===== src/rtl/reaction_game_pkg.sv =====
// Shared types and helpers for the keypad reaction game controller.
package reaction_game_pkg;

  typedef enum logic [2:0] {
    StIdle     = 3'd0,
    StSpin     = 3'd1,
    StWaitKey  = 3'd2,
    StShowHit  = 3'd3,
    StShowMiss = 3'd4,
    StGameOver = 3'd5
  } game_state_e;

  typedef logic [3:0] bcd_digit_t;

  localparam logic [15:0] BcdMax = 16'h9999;

  // Right-shifting Galois feedback masks for maximal-length sequences.
  function automatic logic [31:0] lfsr_taps(input int unsigned w);
    case (w)
      8:       return 32'h0000_00B8;
      16:      return 32'h0000_B400;
      24:      return 32'h00E1_0000;
      32:      return 32'h8020_0003;
      default: return (32'h1 << (w - 1)) | 32'h1;
    endcase
  endfunction

  function automatic logic [15:0] bcd_inc4(input logic [15:0] v);
    logic [15:0] r;
    logic        carry;
    bcd_digit_t  d;
    if (v == BcdMax) return v;
    r     = v;
    carry = 1'b1;
    for (int i = 0; i < 4; i++) begin
      d = r[i*4 +: 4];
      if (carry) begin
        if (d == 4'd9) begin
          r[i*4 +: 4] = 4'd0;
        end else begin
          r[i*4 +: 4] = d + 4'd1;
          carry       = 1'b0;
        end
      end
    end
    return r;
  endfunction

  // Valid BCD orders digit-by-digit the same way as plain unsigned binary.
  function automatic logic bcd_lt(input logic [15:0] a, input logic [15:0] b);
    return a < b;
  endfunction

endpackage


===== src/rtl/bcd_counter4.sv =====
// Four-digit BCD counter with synchronous clear that saturates at 9999.
module bcd_counter4
  import reaction_game_pkg::*;
(
  input  logic        clk,
  input  logic        rst,
  input  logic        clr,
  input  logic        en,
  input  logic        inc,
  output logic [15:0] value
);

  logic [15:0] value_q, value_d;

  always_comb begin
    value_d = value_q;
    if (clr) begin
      value_d = '0;
    end else if (en && inc) begin
      value_d = bcd_inc4(value_q);
    end
  end

  always_ff @(posedge clk) begin
    if (rst) begin
      value_q <= '0;
    end else begin
      value_q <= value_d;
    end
  end

  assign value = value_q;

endmodule


===== src/rtl/reaction_game_ctrl.sv =====
// Reaction game controller: spins and freezes a random target, times the player
// in BCD ticks and keeps tries, score and best time across the rounds of a game.
module reaction_game_ctrl
  import reaction_game_pkg::*;
#(
  parameter int unsigned       NUM_KEYS  = 8,
  parameter int unsigned       LFSR_W    = 16,
  parameter logic [LFSR_W-1:0] LFSR_SEED = 16'hACE1,
  parameter int unsigned       TICK_DIV  = 100000,
  parameter int unsigned       MAX_TRIES = 3,
  parameter int unsigned       ROUNDS    = 5,
  parameter int unsigned       FB_CYCLES = 50000000
) (
  input  logic                clk,
  input  logic                rst,
  input  logic                start,
  input  logic                stop,
  input  logic [NUM_KEYS-1:0] keypad,
  output logic [3:0]          target,
  output logic                spinning,
  output logic [15:0]         timer_bcd,
  output logic                hit_pulse,
  output logic                miss_pulse,
  output logic [2:0]          tries_left,
  output logic [3:0]          score,
  output logic [15:0]         best_bcd,
  output logic [2:0]          game_state
);

  localparam int unsigned       K      = $clog2(NUM_KEYS + 1);
  localparam int unsigned       PrescW = $clog2(TICK_DIV);
  localparam int unsigned       FbW    = $clog2(FB_CYCLES + 1);
  localparam logic [LFSR_W-1:0] Taps   = LFSR_W'(lfsr_taps(LFSR_W));

  game_state_e         state_q, state_d;
  logic [LFSR_W-1:0]   lfsr_q;
  logic                start_sync_q, start_prev_q, stop_sync_q, stop_prev_q;
  logic [NUM_KEYS-1:0] key_sync_q, key_prev_q;
  logic [3:0]          target_q, target_d, score_q, score_d, round_q, round_d;
  logic [2:0]          tries_q, tries_d;
  logic [15:0]         best_q, best_d, timer_val;
  logic [FbW-1:0]      fb_q, fb_d;
  logic [PrescW-1:0]   presc_q, presc_d;
  logic                hit_q, hit_d, miss_q, miss_d;
  logic                start_edge, stop_edge, key_valid, key_match, stop_accept;
  logic                timer_run, presc_last;
  logic [NUM_KEYS-1:0] key_rise, target_mask;
  logic [3:0]          cand;

  assign start_edge  = start_sync_q & ~start_prev_q;
  assign stop_edge   = stop_sync_q & ~stop_prev_q;
  assign key_rise    = key_sync_q & ~key_prev_q;
  assign key_valid   = $onehot(key_rise);
  assign target_mask = NUM_KEYS'(1) << (target_q - 4'd1);
  assign key_match   = (key_rise == target_mask);
  assign cand        = 4'(lfsr_q[K-1:0]);

  always_ff @(posedge clk) begin
    if (rst) begin
      state_q      <= StIdle;
      lfsr_q       <= LFSR_SEED;
      start_sync_q <= 1'b0;
      start_prev_q <= 1'b0;
      stop_sync_q  <= 1'b0;
      stop_prev_q  <= 1'b0;
      key_sync_q   <= '0;
      key_prev_q   <= '0;
      target_q     <= '0;
      tries_q      <= '0;
      score_q      <= '0;
      round_q      <= '0;
      best_q       <= BcdMax;
      fb_q         <= '0;
      presc_q      <= '0;
      hit_q        <= 1'b0;
      miss_q       <= 1'b0;
    end else begin
      state_q      <= state_d;
      lfsr_q       <= (lfsr_q >> 1) ^ (lfsr_q[0] ? Taps : '0);
      start_sync_q <= start;
      start_prev_q <= start_sync_q;
      stop_sync_q  <= stop;
      stop_prev_q  <= stop_sync_q;
      key_sync_q   <= keypad;
      key_prev_q   <= key_sync_q;
      target_q     <= target_d;
      tries_q      <= tries_d;
      score_q      <= score_d;
      round_q      <= round_d;
      best_q       <= best_d;
      fb_q         <= fb_d;
      presc_q      <= presc_d;
      hit_q        <= hit_d;
      miss_q       <= miss_d;
    end
  end

  always_comb begin
    state_d     = state_q;
    target_d    = target_q;
    tries_d     = tries_q;
    score_d     = score_q;
    round_d     = round_q;
    best_d      = best_q;
    fb_d        = fb_q;
    hit_d       = 1'b0;
    miss_d      = 1'b0;
    stop_accept = 1'b0;
    if (start_edge) begin
      state_d = StSpin;
      score_d = '0;
      best_d  = BcdMax;
      round_d = '0;
    end else begin
      case (state_q)
        StSpin: begin
          if (stop_edge) begin
            stop_accept = 1'b1;
            state_d     = StWaitKey;
            tries_d     = 3'(MAX_TRIES);
            if (target_q == 4'd0) target_d = 4'd1;
          end
        end
        StWaitKey: begin
          if (key_valid && key_match) begin
            hit_d   = 1'b1;
            state_d = StShowHit;
            fb_d    = '0;
            if (score_q != 4'd15) score_d = score_q + 4'd1;
            if (bcd_lt(timer_val, best_q)) best_d = timer_val;
          end else if (key_valid) begin
            miss_d  = 1'b1;
            tries_d = tries_q - 3'd1;
            if (tries_q == 3'd1) begin
              state_d = StShowMiss;
              fb_d    = '0;
            end
          end
        end
        StShowHit, StShowMiss: begin
          if (fb_q == FbW'(FB_CYCLES - 1)) begin
            round_d = round_q + 4'd1;
            state_d = (round_d == 4'(ROUNDS)) ? StGameOver : StSpin;
          end else begin
            fb_d = fb_q + FbW'(1);
          end
        end
        StIdle, StGameOver: ;
        default: state_d = StIdle;
      endcase
    end
    // Target keeps spinning on a start edge seen in SPIN; only an accepted stop freezes it.
    if (state_q == StSpin && !stop_accept && cand != 4'd0 && cand <= 4'(NUM_KEYS)) begin
      target_d = cand;
    end
  end

  // Timer freezes on the cycle a key ends the round, so best matches the display.
  assign timer_run  = (state_q == StWaitKey) && (state_d == StWaitKey);
  assign presc_last = (presc_q == PrescW'(TICK_DIV - 1));

  always_comb begin
    presc_d = presc_q;
    if (stop_accept) begin
      presc_d = '0;
    end else if (timer_run) begin
      presc_d = presc_last ? '0 : presc_q + PrescW'(1);
    end
  end

  bcd_counter4 u_timer (
    .clk   (clk),
    .rst   (rst),
    .clr   (stop_accept),
    .en    (timer_run),
    .inc   (presc_last),
    .value (timer_val)
  );

  always_comb begin
    target     = target_q;
    spinning   = (state_q == StSpin);
    timer_bcd  = timer_val;
    hit_pulse  = hit_q;
    miss_pulse = miss_q;
    tries_left = tries_q;
    score      = score_q;
    best_bcd   = best_q;
    game_state = state_q;
  end

endmodule


===== config.mk =====
export PLATFORM = sky130hd
export DESIGN_NAME = reaction_game_ctrl
export DESIGN_NICKNAME = d
export VERILOG_FILES = /design/src/rtl/reaction_game_pkg.sv /design/src/rtl/bcd_counter4.sv /design/src/rtl/reaction_game_ctrl.sv
export SDC_FILE = /design/constraint.sdc
export NUM_CORES = 1
export LEC_CHECK = 0
export ABC_AREA = 1
export CORE_UTILIZATION = 47
export CTS_CLUSTER_SIZE = 40
export DETAILED_ROUTE_END_ITERATION = 6
export PLACE_DENSITY_LB_ADDON = 0.15
export SETUP_SLACK_MARGIN = 0.3
export SKIP_LAST_GASP = 1
export SYNTH_ARGS = -nofsm -noshare
export SYNTH_HDL_FRONTEND = slang
export SYNTH_SLANG_ARGS = --single-unit

===== constraint.sdc =====
create_clock -name clk -period 5.4 [get_ports clk]
set_clock_uncertainty 0.15 [all_clocks]
set_input_delay 1.08 -clock clk [delete_from_list [all_inputs] [get_ports clk]]
set_output_delay 1.08 -clock clk [all_outputs]
set_load 0.03 [all_outputs]

After elaboration in Yosys (flattened, before gate mapping)
Index checks and enable logic that the tools add are counted.
- flip-flop bits (word level): 131
- input bits: 12
- output and inout bits: 49
- word-level logic and storage cells: 164
- add/subtract/negate cells: 17
- $lt $le $gt $ge: 2
- equality and inequality tests: 26
- shifts and indexed selects: 1
- multiplexer cells: 54
- bitwise operators: 9
- reductions and logical operators: 34
- operator list (cell ; count):
    $mux W26 ; 4
    $pmux W26 S2 ; 1
    $mux W4 ; 12
    $mux W16 ; 2
    $mux W3 ; 10
    $add A26 B1 Y26 const B ; 1
    $eq A26 B26 Y1 const B ; 1
    $add A4 B1 Y4 const B ; 6
    $mux W1 ; 22
    $add A17 B1 Y17 const B ; 1
    $eq A17 B17 Y1 const B ; 1
    $mux W17 ; 1
    $eq A16 B16 Y1 const B ; 1
    $eq A4 B4 Y1 const B ; 4
    $lt A16 B16 Y1 ; 1
    $reduce_bool A2 Y1 ; 8
    $xor A15 B16 Y16 ; 1
    $reduce_and A3 Y1 ; 5
    $pmux W3 S4 ; 1
    $reduce_and A5 Y1 ; 2
    $eq A3 B2 Y1 const B ; 3
    $add A1 B1 Y2 ; 4
    $and A8 B8 Y8 ; 1
    $eq A8 B8 Y1 ; 1
    other kinds (28) ; 49

Longest topological paths before layout
Gate-level depths: netlist of the first run.
- word-level depth: 28
- mapped depth: 27
- gate-level depth less buffers: 26

Cells and area by module
From an unflattened synthesis of the first run, not the netlist that was laid out.
- cell total of the unflattened synthesis: 1058
- area total of the unflattened synthesis: 7241.9 um^2
- modules (own cells, without submodules) (module ; instances ; cells each ; area each (um^2) ; seq. area each (um^2)):
    reaction_game_ctrl ; 1 ; 913 ; 6311.1 ; 2302.2
    bcd_counter4 ; 1 ; 145 ; 930.9 ; 320.3

Worst setup path before layout of the first run
No wires, ideal clock.
- path kind: reg-to-reg
- from: register key_prev_q[1]
- to: register fb_q[3]
- setup time: 118 ps
- data arrival time: 4060 ps
- setup slack: 1072 ps
- cell stages (with the launch flop): 25
- cell sequence: dfxtp_1 > inv_1 > nand2_1 > inv_1 > fa_1 > inv_1 > fa_1 > inv_1 > fa_1 > ha_1 > inv_1 > fa_1 > nand2_1 > a21oi_1 > nand2_1 > nor2_1 > nand2_1 > nor2_2 > nand2_1 > nand3_1 > nand2_1 > buf_2 > buf_4 > nor3_1 > nor2_1
- word-level cells in the longest chain between the ends: 9
- elaborated cells between the ends (all ways): 13
- those cells by class: add/sub: 3; eq/ne: 4; mux: 2; bitwise: 2; reduce/logical: 2
- ends and longest elaborated chain (what ; line ; RTL):
    start, declared ; reaction_game_ctrl.sv:38 ; logic [NUM_KEYS-1:0] key_sync_q, key_prev_q;
    start signal, assigned ; reaction_game_ctrl.sv:85 ; key_prev_q <= key_sync_q;
    $not A8 Y8 * ; reaction_game_ctrl.sv:52 ; assign key_rise = key_sync_q & ~key_prev_q;
    $and A8 B8 Y8 * ; reaction_game_ctrl.sv:52 ;
    $add A1 B1 Y2 (implied by the code) ; reaction_game_ctrl.sv:53 ; assign key_valid = $onehot(key_rise);
    $add A2 B2 Y3 (implied by the code) ; reaction_game_ctrl.sv:53 ;
    $add A3 B3 Y4 (implied by the code) ; reaction_game_ctrl.sv:53 ;
    $eq A4 B1 Y1 ; reaction_game_ctrl.sv:53 ;
    $logic_and A1 B1 Y1 ; reaction_game_ctrl.sv:125 ; if (key_valid && key_match) begin
    $ne A3 B3 Y1 (no line) / $mux W26 (equally long branches) ; n/a ;
    $reduce_and A5 Y1 (no line) / $pmux W26 S2 (equally long branches) ; n/a ;
    end signal, assigned ; reaction_game_ctrl.sv:73 ; fb_q <= '0;
    end signal, assigned ; reaction_game_ctrl.sv:91 ; fb_q <= fb_d;
    end, declared ; reaction_game_ctrl.sv:42 ; logic [FbW-1:0] fb_q, fb_d;
Mark *: on every way between the ends. The rest lies on a longest branch, timed or not.
A chain may end at the register's enable or synchronous reset.

Worst setup path in the final report of the first run
- from: register key_prev_q[1]
- to: register u_timer.value_q[8], in the netlist u_timer.value[8]
- word-level cells in the longest chain between the ends: 14
- elaborated cells between the ends (all ways): 16
- those cells by class: add/sub: 3; eq/ne: 3; mux: 4; bitwise: 2; reduce/logical: 4
- ends and longest elaborated chain (what ; line ; RTL):
    $not A8 Y8 * ; reaction_game_ctrl.sv:52 ;
    $and A8 B8 Y8 * ; reaction_game_ctrl.sv:52 ;
    $add A1 B1 Y2 (implied by the code) ; reaction_game_ctrl.sv:53 ;
    $add A2 B2 Y3 (implied by the code) ; reaction_game_ctrl.sv:53 ;
    $add A3 B3 Y4 (implied by the code) ; reaction_game_ctrl.sv:53 ;
    $eq A4 B1 Y1 ; reaction_game_ctrl.sv:53 ;
    $mux W3 / $logic_and A1 B1 Y1 (equally long branches) ; reaction_game_ctrl.sv:131, reaction_game_ctrl.sv:125 ;
    $mux W3 * ; reaction_game_ctrl.sv:125 ;
    $pmux W3 S4 * ; reaction_game_ctrl.sv:115 ; case (state_q)
    $mux W3 * ; reaction_game_ctrl.sv:109 ; if (start_edge) begin
    $eq A3 B2 Y1 * ; reaction_game_ctrl.sv:159 ; assign timer_run = (state_q == StWaitKey) && (state_d == StWaitKey);
    $logic_and A1 B1 Y1 * ; reaction_game_ctrl.sv:159 ;
    $logic_and A1 B1 Y1 * ; bcd_counter4.sv:19 ; end else if (en && inc) begin
    $reduce_and A3 Y1 (no line) * ; n/a ;
    end signal, assigned ; bcd_counter4.sv:28 ; value_q <= value_d;
    end, declared ; bcd_counter4.sv:13 ; logic [15:0] value_q, value_d;
Marks and branches as above.

==> flow_metrics.env, run 1 <==
export IMPL_path_clk_slew_ns=0.06
export IMPL_nets=1091
export IMPL_p_per_area_mw_per_mm2=274
export IMPL_die_area_mm2=0.0153
export IMPL_post_cts_buffers=0
export IMPL_start_util=0.480
export IMPL_synth_fp_nets=1036
export IMPL_clock_latency_ns=0.42
export IMPL_drt_iter0_drc=506
export IMPL_status="complete, no violations"
export IMPL_stdcell_count=1246
export IMPL_p_leak_nw=3.19
export IMPL_synth_top_family_by_area="simple AND/OR/NAND/NOR gates"
export IMPL_area_delta_synth_final_pct=18.9
export IMPL_numCtsBuffers=17
export IMPL_internal_power_mw=1.73
export IMPL_ant_nets=0
export IMPL_routed_via_density=5.12
export IMPL_synth_edf_count=0
export IMPL_synth_compound_area_frac=0.108
export IMPL_cts_max_path_buffers=2
export IMPL_num_rows=44
export IMPL_slowest_stage="fa_1"
export IMPL_worstPathArrival_ns=4.85
export IMPL_ys_seq_elements=131
export IMPL_cts_resized=0
export IMPL_swShare=0.236
export IMPL_syn_mean_instance_area_um2=6.98
export IMPL_cpMostUsedCell="nand2_1"
export IMPL_critPathKind="flip-flop to flip-flop"
export IMPL_min_period_ns=4.72
export IMPL_hold_viol_final=0
export IMPL_vias=6382
export IMPL_synthArstFlopShare=0
export IMPL_synth_cell_types=37
export IMPL_cp_data_required_time_ns=5.53
export IMPL_rsz0062_at_grt="false"
export IMPL_layout_commonest_cell="nand2_1"
export IMPL_firstDrtPassIters=5
export IMPL_antenna_found_initial=0
export IMPL_finalSetupViolCount=0
export IMPL_tightest_slew_ns=0.902
export IMPL_drive_gt1_frac=0.0546
export IMPL_cts_hold_buffers_added=0
export IMPL_layout_common_cells="nand2_1 (177), inv_1 (149), dfxtp_1 (131)"
export IMPL_syn_inst=995
export IMPL_synth_xor_area_frac=0.0530
export IMPL_final_setup_tns_ns=0
export IMPL_min_path_type="flip-flop to flip-flop"
export IMPL_io_pins=61
export IMPL_grt_first_pass_wirelength_um=27000
export IMPL_slew_headroom=0.396
export IMPL_ys_seq_area_frac=0.378
export IMPL_start_kind="flip-flop"
export IMPL_synth_flop_cell="dfxtp_1"
export IMPL_dp_final_hpwl_um=11100
export IMPL_grt_ovfl_total=0
export IMPL_crit_fanout=38
export IMPL_cts_root_buffer="clkbuf_16"
export IMPL_yosysWarningCount=0
export IMPL_wl_per_cell_um=12.7
export IMPL_synth_adder_area_share=0.0566
export IMPL_slowest_delay_ns=0.53
export IMPL_grt_max_degree=62
export IMPL_netlist_area_mm2=0.00695
export IMPL_synth_simple_area_share=0.300
export IMPL_core_area_mm2=0.0145
export IMPL_fmax_mhz=212
export IMPL_switching_power_uw=534
export IMPL_fin_crit_sh=0.874
export IMPL_globalRouteTotalUtil=0.225
export IMPL_diodes=0
export IMPL_port_buffers=60
export IMPL_die_h_um=124
export IMPL_cp_end_kind="flip-flop"
export IMPL_die_w_um=124
export IMPL_post_route_drc_count=0
export IMPL_cap_violations=0
export IMPL_clock_sinks=131
export IMPL_dpl_cell_count=1215
export IMPL_synth_mux_area_frac=0
export IMPL_slew_violations=0
export IMPL_pwr_share_clk=0.502
export IMPL_grt_pass1_vias=5786
export IMPL_comb_power_share=0.059
export IMPL_htree_levels=4
export IMPL_wl_um=15900
export IMPL_p_seq_frac=0.439
export IMPL_gp_congestion=0.875
export IMPL_max_vdd_ir_drop_uv=257
export IMPL_cts_tree="done"
[per-layer routing]
metal	share of wire	GRT usage	up-vias	wire (um)
li1	-	-	3345	-
met1	0.48	0.289	2894	7560
met2	0.47	0.366	121	7400
met3	0.039	0.0554	22	612
met4	0.018	0.0768	0	281
met5	0	0	-	0
[synthesized netlist by cell type (3+ instances only)]
library cell  number  area [um^2]
nand2_1          177          664
inv_1            149          559
dfxtp_1          131         2620
nor2_1           115          432
a21oi_1           92          460
nand3_1           77          385
o21ai_0           39          195
nand4_1           38          238
xor2_1            33          289
nor3_1            30          150
ha_1              25          313
clkbuf_1          22         82.6
nor4_1             9         56.3
xnor2_1            9         78.8
nor2_2             6         37.5
or2_2              6         37.5
a211oi_1           4         30.0
buf_6              4         45.0
fa_1               4         80.1
inv_2              3         11.3
[area by class of cell]
type	instances	area, um^2
fillers	1401	6220
multi-input cells	681	3600
flip-flops and latches	131	2620
repair buffers	66	647
inverters	153	574
clock buffers	19	453
well taps	184	230
clock inverters	12	133
[final timing paths]
path                  from          endpoint  slack [ns]  depth (start not counted)
max          key_prev_q[1]  u_timer.value[8]        0.68                         25
min              lfsr_q[4]         lfsr_q[3]        0.26                          2
max reg2reg  key_prev_q[1]  u_timer.value[8]        0.68                         25
min reg2reg      lfsr_q[4]         lfsr_q[3]        0.26                          2
[stage by stage]
step	utilization	cell area (um^2)	worst slack [ns]	power [mW]	hold WS (ns)
3_5_place_dp	0.529	7660	0.584	1.15	0.245
5_1_grt	0.570	8260	0.302	2.36	0.278
2_1_floorplan	-	6950	1.07	1.11	0.238
4_1_cts	0.570	8250	0.566	2.29	0.256
6_report	0.570	8260	0.680	2.27	0.255
3_3_place_gp	0.529	7660	0.735	1.15	0.247
[cell families after synthesis]
kind of cell / Yosys count
AO/OA/AOI/OAI: 143
flip-flops: 131
adder cells (fa/ha/maj): 29
XOR/XNOR: 42
AND/OR/NAND/NOR: 467
buffers and inverters: 183
[power groups by stage]
stage | Clock, mW | Combinational [mW] | Sequential (mW)
global route | 1.21 | 0.152 | 0.997
global placement | 0 | 0.132 | 1.02
finish | 1.14 | 0.133 | 0.995
detailed placement | 0 | 0.134 | 1.02
CTS | 1.16 | 0.135 | 0.995
floorplan | 0 | 0.0895 | 1.02
[worst max-delay path: cells and delay by family (launching register included)]
family	cells	cell delay, ns
buffers and inverters	6	0.55
flip-flops	1	0.30
AND/OR/NAND/NOR	12	1.18
AO/OA/AOI/OAI	2	0.19
adder cells (fa/ha/maj)	5	2.19
[flip-flops by register name, summed over array words and instances (netlist names), 3 cells and up]
signal         flops
tries_left         3
target             4
game_state         3
u_timer.value     16
key_sync_q         8
round_q            4
presc_q           17
fb_q              26
score              4
key_prev_q         8
best_bcd          16
lfsr_q            16
Power figures use the tool's default switching activity.
==> run 2: changes to the inputs <==
Settings changed: GPL_TIMING_DRIVEN set to 0.
Clock period 5.4 ns to 4.15 ns, I/O delays scaled along.
==> run 2 against run 1 <==
  * The flow now finishes with violations (negative setup slack)
  * Register-to-register slack got worse by 1.0 ns
  * Sequential share of layout area decreased by 4.5 points
  * Total power up 39%
  * Highest routed layer unchanged
==> flow_metrics.env, run 2 (synthesized netlist as in run 1, its figures left out) <==
export IMPL_final_setup_tns_ns=-22.88
export IMPL_diodes=0
export IMPL_max_vdd_ir_drop_uv=319
export IMPL_layout_setup_ws_ns=-0.362
export IMPL_crit_fanout=7
export IMPL_fmax_mhz=222
export IMPL_cap_violations=0
export IMPL_critPathKind="flip-flop to flip-flop"
export IMPL_routed_via_density=5.27
export IMPL_grt_max_degree=17
export IMPL_area_delta_synth_final_pct=38.6
export IMPL_fin_crit_sh=1.09
export IMPL_port_buffers=59
export IMPL_start_kind="flip-flop"
export IMPL_clock_latency_ns=0.44
export IMPL_wl_per_cell_um=14.5
export IMPL_min_path_type="flip-flop to flip-flop"
export IMPL_regArea_mm2=0.00262
export IMPL_start_util=0.480
export IMPL_largest_reg_flops=26
export IMPL_slew_headroom=0.442
export IMPL_p_leak_nw=3.70
export IMPL_grt_ovfl_total=0
export IMPL_rsz0062_at_grt="true"
export IMPL_stdcell_count=1313
export IMPL_core_area_mm2=0.0145
export IMPL_top_regs="fb_q x26, presc_q x17"
export IMPL_final_area_mm2=0.00962
export IMPL_min_period_ns=4.51
export IMPL_cts_root_buffer="clkbuf_16"
export IMPL_htree_levels=4
export IMPL_drt_iter0_drc=535
export IMPL_die_area_mm2=0.0153
export IMPL_use_met2=0.419
export IMPL_placed_area_mm2=0.00780
export IMPL_numCtsBuffers=17
export IMPL_hold_viol_final=0
export IMPL_cp_data_required_time_ns=4.36
export IMPL_wl_um=19100
export IMPL_cts_max_path_buffers=2
export IMPL_num_rows=44
export IMPL_multi_input_area_mm2=0.00417
export IMPL_dpl_cell_count=1238
export IMPL_io_pins=61
export IMPL_post_route_drc_count=0
export IMPL_fill_cells=1236
export IMPL_path_clk_slew_ns=0.07
export IMPL_firstDrtPassIters=5
export IMPL_cts_tree="done"
export IMPL_die_w_um=124
export IMPL_regMostFlops="fb_q"
export IMPL_status="complete, but fails checks"
export IMPL_globalRouteTotalUtil=0.256
export IMPL_nets=1157
export IMPL_p_per_area_mw_per_mm2=327
export IMPL_top_usage_layer="met2"
export IMPL_vias=6922
export IMPL_clock_sinks=131
export IMPL_ant_nets=0
export IMPL_grt_util_met3=0.0517
export IMPL_gp_congestion=0.933
export IMPL_antenna_found_initial=0
export IMPL_cp_end_kind="flip-flop"
export IMPL_violations="negative setup slack"
export IMPL_drive_gt1_frac=0.207
export IMPL_finalSetupViolCount=83
export IMPL_dp_final_hpwl_um=12300
export IMPL_grt_first_pass_wirelength_um=30000
export IMPL_tightest_slew_ns=0.836
export IMPL_slew_violations=0
export IMPL_grt_pass1_vias=6182
export IMPL_die_h_um=124
export IMPL_layout_common_cells="inv_1 (141), nand2_1 (141), dfxtp_1 (130)"
export IMPL_worstPathArrival_ns=4.73
export IMPL_use_met1=0.326
-- run 2: cell count changes in the layout (fill, tap and decap cells not counted), moves of 12 or more --
cell | before | now
a21oi_1 | 92 | 48
a21oi_2 | 0 | 43
nand2_1 | 177 | 141
buf_6 | 0 | 24
nand2_4 | 0 | 22
o21ai_0 | 39 | 17
clkbuf_1 | 0 | 17
nand2_2 | 0 | 14
nand3_1 | 77 | 65
o21ai_2 | 0 | 12
-- run 2: worst paths after layout --
path	end	startpoint	cells past startpoint	slack, ns
hold / removal	lfsr_q[3]	lfsr_q[4]	2	0.25
setup reg to reg	u_timer.value[9]	key_prev_q[1]	25	-0.36
hold reg to reg	lfsr_q[3]	lfsr_q[4]	2	0.25
setup / recovery	u_timer.value[9]	key_prev_q[1]	25	-0.36
-- run 2: routing by layer --
| layer | part of all wire | up-vias | routed length (um) |
|---|---|---|---|
| met5 | 0 | - | 0 |
| met4 | 0.024 | 0 | 453 |
| met3 | 0.050 | 44 | 957 |
| met2 | 0.49 | 181 | 9260 |
| met1 | 0.44 | 3216 | 8390 |
| li1 | - | 3481 | - |
-- run 2: metrics by stage --
stage	power (mW)	hold slack, ns	worst slack [ns]	utilization
floorplan	1.44	0.238	-0.0615	-
global placement	1.50	0.241	-0.434	0.539
detailed placement	1.50	0.245	-0.467	0.539
CTS	3.12	0.256	-0.352	0.627
global route	3.25	0.277	-0.593	0.665
finish	3.14	0.253	-0.362	0.665
-- run 2: worst max-delay path, stage by stage (launching register included) --
cell and delay, ns:
dfxtp_2 0.32, inv_2 0.03, nand2_2 0.06, inv_2 0.05, fa_1 0.49, inv_1 0.05
fa_1 0.47, inv_1 0.05, fa_1 0.48, ha_2 0.18, inv_2 0.04, fa_1 0.48
nand2_1 0.05, a21oi_1 0.11, nand2_1 0.09, nor2_1 0.10, nand2_1 0.07, nor2_2 0.15
nand3_2 0.09, nand2_2 0.11, nand2_2 0.06, nor2_4 0.18, buf_8 0.18, clkbuf_16 0.15
nand4_1 0.08, a21oi_1 0.16
-- run 2: power breakdown --
part	total [mW]	leakage (nW)	internal, mW	switching [mW]
Clock	1.51	0.287	0.853	0.656
Combinational	0.341	2.35	0.169	0.172
Sequential	1.29	1.07	1.28	0.0133
-- run 2: final cells by class --
cell class | count | area share
plain buffers | 30 | 0.0289
clock buffers | 17 | 0.0442
clock inverters | 15 | 0.0165
inverters | 153 | 0.0607
multi-input cells | 681 | 0.433
flip-flops and latches | 131 | 0.273
well taps | 184 | 0.0239
repair buffers | 102 | 0.120
-- run 2: repair_timing --
| item | in CTS | in global routing |
|---|---|---|
| hold buffers | 0 | 0 |
| setup endpoints to repair | 86 | 87 |
| pin swaps | 23 | 28 |
| buffers inserted | 21 | 10 |
| gates resized for setup | 124 | 109 |
| hold endpoints to repair | 0 | 0 |
| cloned | 7 | 5 |
